`src/rtl/snoop_responder.sv`:
```
// Coherence snoop responder: MSI lookup of local dcache frames, dirty-block supply
// over the data port, and M->S / ->I state updates through a single-cycle port.
module snoop_responder #(
  parameter int unsigned WAYS = 2,
  localparam int unsigned WAY_W = (WAYS > 1) ? $clog2(WAYS) : 1
) (
  input  logic             CLK,
  input  logic             nRST,
  input  logic             ccwait,
  input  logic             ccinv,
  input  logic [31:0]      ccsnoopaddr,
  input  logic             dwait,
  input  logic             cache_idle,
  output logic             ccwrite,
  output logic             dWEN,
  output logic [31:0]      daddr,
  output logic [31:0]      dstore,
  output logic             busy,
  output logic [31:0]      lk_addr,
  input  logic             lk_hit,
  input  logic [WAY_W-1:0] lk_way,
  input  logic             lk_dirty,
  input  logic [31:0]      lk_data0,
  input  logic [31:0]      lk_data1,
  output logic             st_we,
  output logic [WAY_W-1:0] st_way,
  output logic             st_valid,
  output logic             st_dirty
);

  typedef enum logic [2:0] {
    StIdle,
    StLookup,
    StWb0,
    StWb1,
    StUpd,
    StResp
  } state_e;

  state_e             r_state;
  state_e             w_state_d;
  logic [31:0]        r_saddr;
  logic               r_sinv;
  logic [WAY_W-1:0]   r_sway;
  logic               r_shit;
  logic               r_sdirty;
  logic [31:0]        r_sdata0;
  logic [31:0]        r_sdata1;
  logic               r_resp_first;
  logic [31:0]        w_base;

  assign lk_addr = r_saddr;
  assign w_base  = {r_saddr[31:3], 3'b000};

  always_ff @(posedge CLK or negedge nRST) begin
    if (!nRST) begin
      r_state      <= StIdle;
      r_saddr      <= '0;
      r_sinv       <= 1'b0;
      r_sway       <= '0;
      r_shit       <= 1'b0;
      r_sdirty     <= 1'b0;
      r_sdata0     <= '0;
      r_sdata1     <= '0;
      r_resp_first <= 1'b0;
    end else begin
      r_state      <= w_state_d;
      // High only during the first cycle after LOOKUP, i.e. the first RESP cycle.
      r_resp_first <= (r_state == StLookup);
      if (r_state == StIdle && ccwait && cache_idle) begin
        r_saddr <= ccsnoopaddr;
        r_sinv  <= ccinv;
      end
      if (r_state == StLookup) begin
        r_shit   <= lk_hit;
        r_sway   <= lk_way;
        r_sdirty <= lk_dirty;
        r_sdata0 <= lk_data0;
        r_sdata1 <= lk_data1;
      end
    end
  end

  always_comb begin
    w_state_d = r_state;
    ccwrite   = 1'b0;
    dWEN      = 1'b0;
    daddr     = '0;
    dstore    = '0;
    busy      = 1'b0;
    st_we     = 1'b0;
    st_way    = '0;
    st_valid  = 1'b0;
    st_dirty  = 1'b0;
    unique case (r_state)
      StIdle: begin
        if (ccwait && cache_idle) w_state_d = StLookup;
      end
      StLookup: begin
        busy      = 1'b1;
        w_state_d = (lk_hit && lk_dirty) ? StWb0 : StResp;
      end
      StWb0: begin
        busy    = 1'b1;
        ccwrite = 1'b1;
        dWEN    = 1'b1;
        daddr   = w_base;
        dstore  = r_sdata0;
        if (!dwait) w_state_d = StWb1;
      end
      StWb1: begin
        busy    = 1'b1;
        ccwrite = 1'b1;
        dWEN    = 1'b1;
        daddr   = w_base + 32'd4;
        dstore  = r_sdata1;
        if (!dwait) w_state_d = StUpd;
      end
      StUpd: begin
        busy      = 1'b1;
        st_we     = 1'b1;
        st_way    = r_sway;
        st_valid  = !r_sinv;
        w_state_d = StIdle;
      end
      StResp: begin
        busy    = 1'b1;
        ccwrite = 1'b1;
        if (r_resp_first && r_shit && r_sinv) begin
          st_we  = 1'b1;
          st_way = r_sway;
        end
        if (!ccwait) w_state_d = StIdle;
      end
      default: w_state_d = StIdle;
    endcase
  end

endmodule

```
`config.mk`:
```
export PLATFORM = sky130hd
export DESIGN_NAME = snoop_responder
export DESIGN_NICKNAME = d
export VERILOG_FILES = /design/src/rtl/snoop_responder.sv
export SDC_FILE = /design/constraint.sdc
export NUM_CORES = 1
export LEC_CHECK = 0
export CORE_MARGIN = 3
export CORE_UTILIZATION = 45
export CTS_CLUSTER_DIAMETER = 60
export DETAILED_ROUTE_END_ITERATION = 12
export GPL_TIMING_DRIVEN = 0
export HOLD_SLACK_MARGIN = 0.02
export PLACE_DENSITY = 0.95
export SLEW_MARGIN = 20
export SYNTH_ARGS = -nofsm -noshare
export SYNTH_HDL_FRONTEND = slang
export SYNTH_SLANG_ARGS = --single-unit
```
`constraint.sdc`:
```
create_clock -name CLK -period 5.2 [get_ports CLK]
set_clock_uncertainty 0.05 [all_clocks]
set_input_delay 1.04 -clock CLK [delete_from_list [all_inputs] [get_ports CLK]]
set_output_delay 1.04 -clock CLK [all_outputs]
set_load 0.05 [all_outputs]
```
==> impl_metrics.json <==
{
  "stdcell_count": 706,
  "slew_headroom": 0.622,
  "drive_gt1_frac": 0.239,
  "clk_path_buf_depth": 2,
  "total_power_mw": 4.89,
  "crit_arrival_ns": 2.60,
  "ios": 208,
  "post-place-cells": 692,
  "insertion_delay_ns": 0.35,
  "grt_remaining_overflow": 0,
  "ys_seq_elements": 103,
  "path_buf_inv": 4,
  "path_class": "flop to output pin",
  "drc": 0,
  "gp_congestion": 0.808,
  "core_um2": 9950,
  "drtIter0Drc": 119,
  "leakagePower_nw": 3.02,
  "worst_pin_slew_ns": 0.565,
  "post-route-cell-area_um2": 7140,
  "port_buffers": 204,
  "post_drt_wl_per_cell_um": 18.0,
  "vias": 3542,
  "powerDensity_nw_per_um2": 686,
  "yosysWarnings": 0,
  "viasPerCell": 5.02,
  "ys_seq_area_frac": 0.550,
  "syn_inst": 352,
  "syn_avg_cell_area_um2": 13.3,
  "cts.htree.levels": 3,
  "start_util": 0.471,
  "cts-resized-gates": 0,
  "path_clk_slew_ns": 0.10,
  "post-place-ws_ns": 1.86,
  "fmax_ghz": 0.271,
  "peakVddDrop_mv": 0.330,
  "end_kind": "output pin",
  "path_cells": "nand2b_1 > buf_2 > inv_1 > clkbuf_1 > and2_1 > clkdlybuf4s50_1",
  "synth.distinct_cells": 26,
  "status": "finished, final reports clean",
  "hpwl_um": 9980,
  "hold_viol": 0,
  "dieArea_um2": 11700,
  "crit_family": "buffers and inverters",
  "cts_buffers": 9,
  "antennaDiodeCount": 0,
  "grt_max_degree": 57,
  "postCtsSetupBuffers": 0,
  "clock_sinks": 103,
  "dr.pass1.iters": 4,
  "rsz0062_at_grt": "no",
  "postRouteAntennaNets": 0,
  "grt_pass1_wl_um": 19500,
  "hp-class": "flop to flop",
  "cp_slowest_cell": "clkdlybuf4s50_1",
  "die_w_um": 108,
  "maxSlewViolCount": 0,
  "rows": 36,
  "cts-root-buf": "clkbuf_8",
  "period_share": 0.710,
  "tns_ns": 0,
  "finalWorstSetupSlack_ns": 1.51,
  "cp.required_ns": 4.11,
  "cts_tree": "done",
  "antenna_found_initial": 0,
  "grt_usage": 0.215,
  "post-route-min-period_ns": 3.69,
  "cts_hold_buf": 0,
  "maxCapViolations": 0,
  "grt_pass1_vias": 3790,
  "drt_wl_total_um": 12700,
  "start_kind": "flop",
  "nets": 675,
  "cp_slowest_stage_delay_ns": 0.83,
  "n_fill_cell": 686,
  "syn_area_um2": 4680,
  "area.growth.synth_to_final_pct": 52.3,
  "dpl-instance-area_um2": 6930,
  "final_common_cell": "clkdlybuf4s50_1",
  "worst-path-max-fanout": 10,
  "finalSetupViolCount": 0,
  "fp.dieH_um": 108,
  "mostFrequentLayoutCells": "203 x clkdlybuf4s50_1, 103 x dfrtp_1, 98 x mux2_2"
}
## per-layer routing
metal  GRT usage  part of all wire
met4      0.0595             0.013
met3      0.0490             0.071
met5           0                 0
met2       0.422              0.55
met1       0.228              0.37
## path summary, 6_finish.rpt
path | to | from | cells after the start | slack (ns)
min reg2reg | r_sdata1[5]$_DFFE_PN0N_ | r_sdata1[5]$_DFFE_PN0N_ | 1 | 0.46
max in group asynchronous | lk_addr[27]$_DFFE_PN0P_ | nRST | 2 | 3.91
max | daddr[29] | r_state[2]$_DFFE_PN0P_ | 6 | 1.51
min | r_sdata1[5]$_DFFE_PN0N_ | r_sdata1[5]$_DFFE_PN0N_ | 1 | 0.46
min in group asynchronous | r_sdata0[16]$_DFFE_PN0N_ | nRST | 1 | 0.56
max reg2reg | lk_addr[1]$_DFFE_PN0P_ | r_state[1]$_DFFE_PN0P_ | 4 | 3.30
## cells in the mapped netlist
cell | count | share of area
nor2_1 | 34 | 0.027
inv_1 | 2 | 0.0016
and4b_1 | 1 | 0.0021
buf_4 | 4 | 0.0064
nand3_1 | 1 | 0.0011
nor3_1 | 2 | 0.0021
dfrtp_1 | 103 | 0.55
buf_6 | 6 | 0.014
buf_2 | 11 | 0.012
mux2_1 | 2 | 0.0048
nor4_4 | 1 | 0.0045
mux2_2 | 98 | 0.24
nand2_1 | 2 | 0.0016
mux2i_1 | 32 | 0.068
a2111oi_0 | 1 | 0.0019
nand4b_1 | 1 | 0.0019
nor3_2 | 1 | 0.0021
o21a_1 | 1 | 0.0016
and2_1 | 30 | 0.040
o21ai_0 | 2 | 0.0021
a21o_1 | 2 | 0.0032
nand2b_1 | 2 | 0.0027
a211oi_1 | 1 | 0.0016
conb_1 | 1 | 0.00080
a21oi_1 | 5 | 0.0053
clkbuf_1 | 6 | 0.0048
## registers in the layout, indices dropped and copies added, names as in the netlist
| register | flops |
|---|---|
| r_state | 3 |
| r_resp_first | 1 |
| r_sway | 1 |
| r_sdata0 | 32 |
| r_shit | 1 |
| r_sinv | 1 |
| r_sdata1 | 32 |
| lk_addr | 32 |
## final cells by class
type	instances	area, um2	area share
buffer	27	175	0.0245
clock buffer	9	124	0.0174
multi-input combinational	222	1930	0.271
tap	133	166	0.0233
sequential	103	2580	0.361
timing repair buffer	205	2070	0.290
clock inverter	5	82.6	0.0116
inverter	2	7.51	0.00105
## power breakdown
part | internal (mW) | switching [mW]
clock | 0.269 | 0.262
combinational | 1.23 | 1.68
sequential | 1.22 | 0.242
total | 2.71 | 2.18
## stage by stage
stage          utilization  hold slack, ns
2_1_floorplan            -           0.422
3_3_place_gp         0.693           0.434
3_5_place_dp         0.696           0.445
4_1_cts              0.717           0.466
5_1_grt              0.717           0.475
6_report             0.717           0.462
## cell families after synthesis
logic type	synth area share
AO/OA/AOI/OAI	0.0158
buffers and inverters	0.0390
flip-flops	0.550
multiplexers	0.309
other	0.000801
AND/OR/NAND/NOR	0.0855
## worst reg2reg max path, delay by kind of cell, from the launching register on
family	cells	cell delay (ns)
AND/OR/NAND/NOR	1	0.53
flip-flops	1	0.41
multiplexers	1	0.37
buffers and inverters	2	0.42
Power figures use the tool's default switching activity.
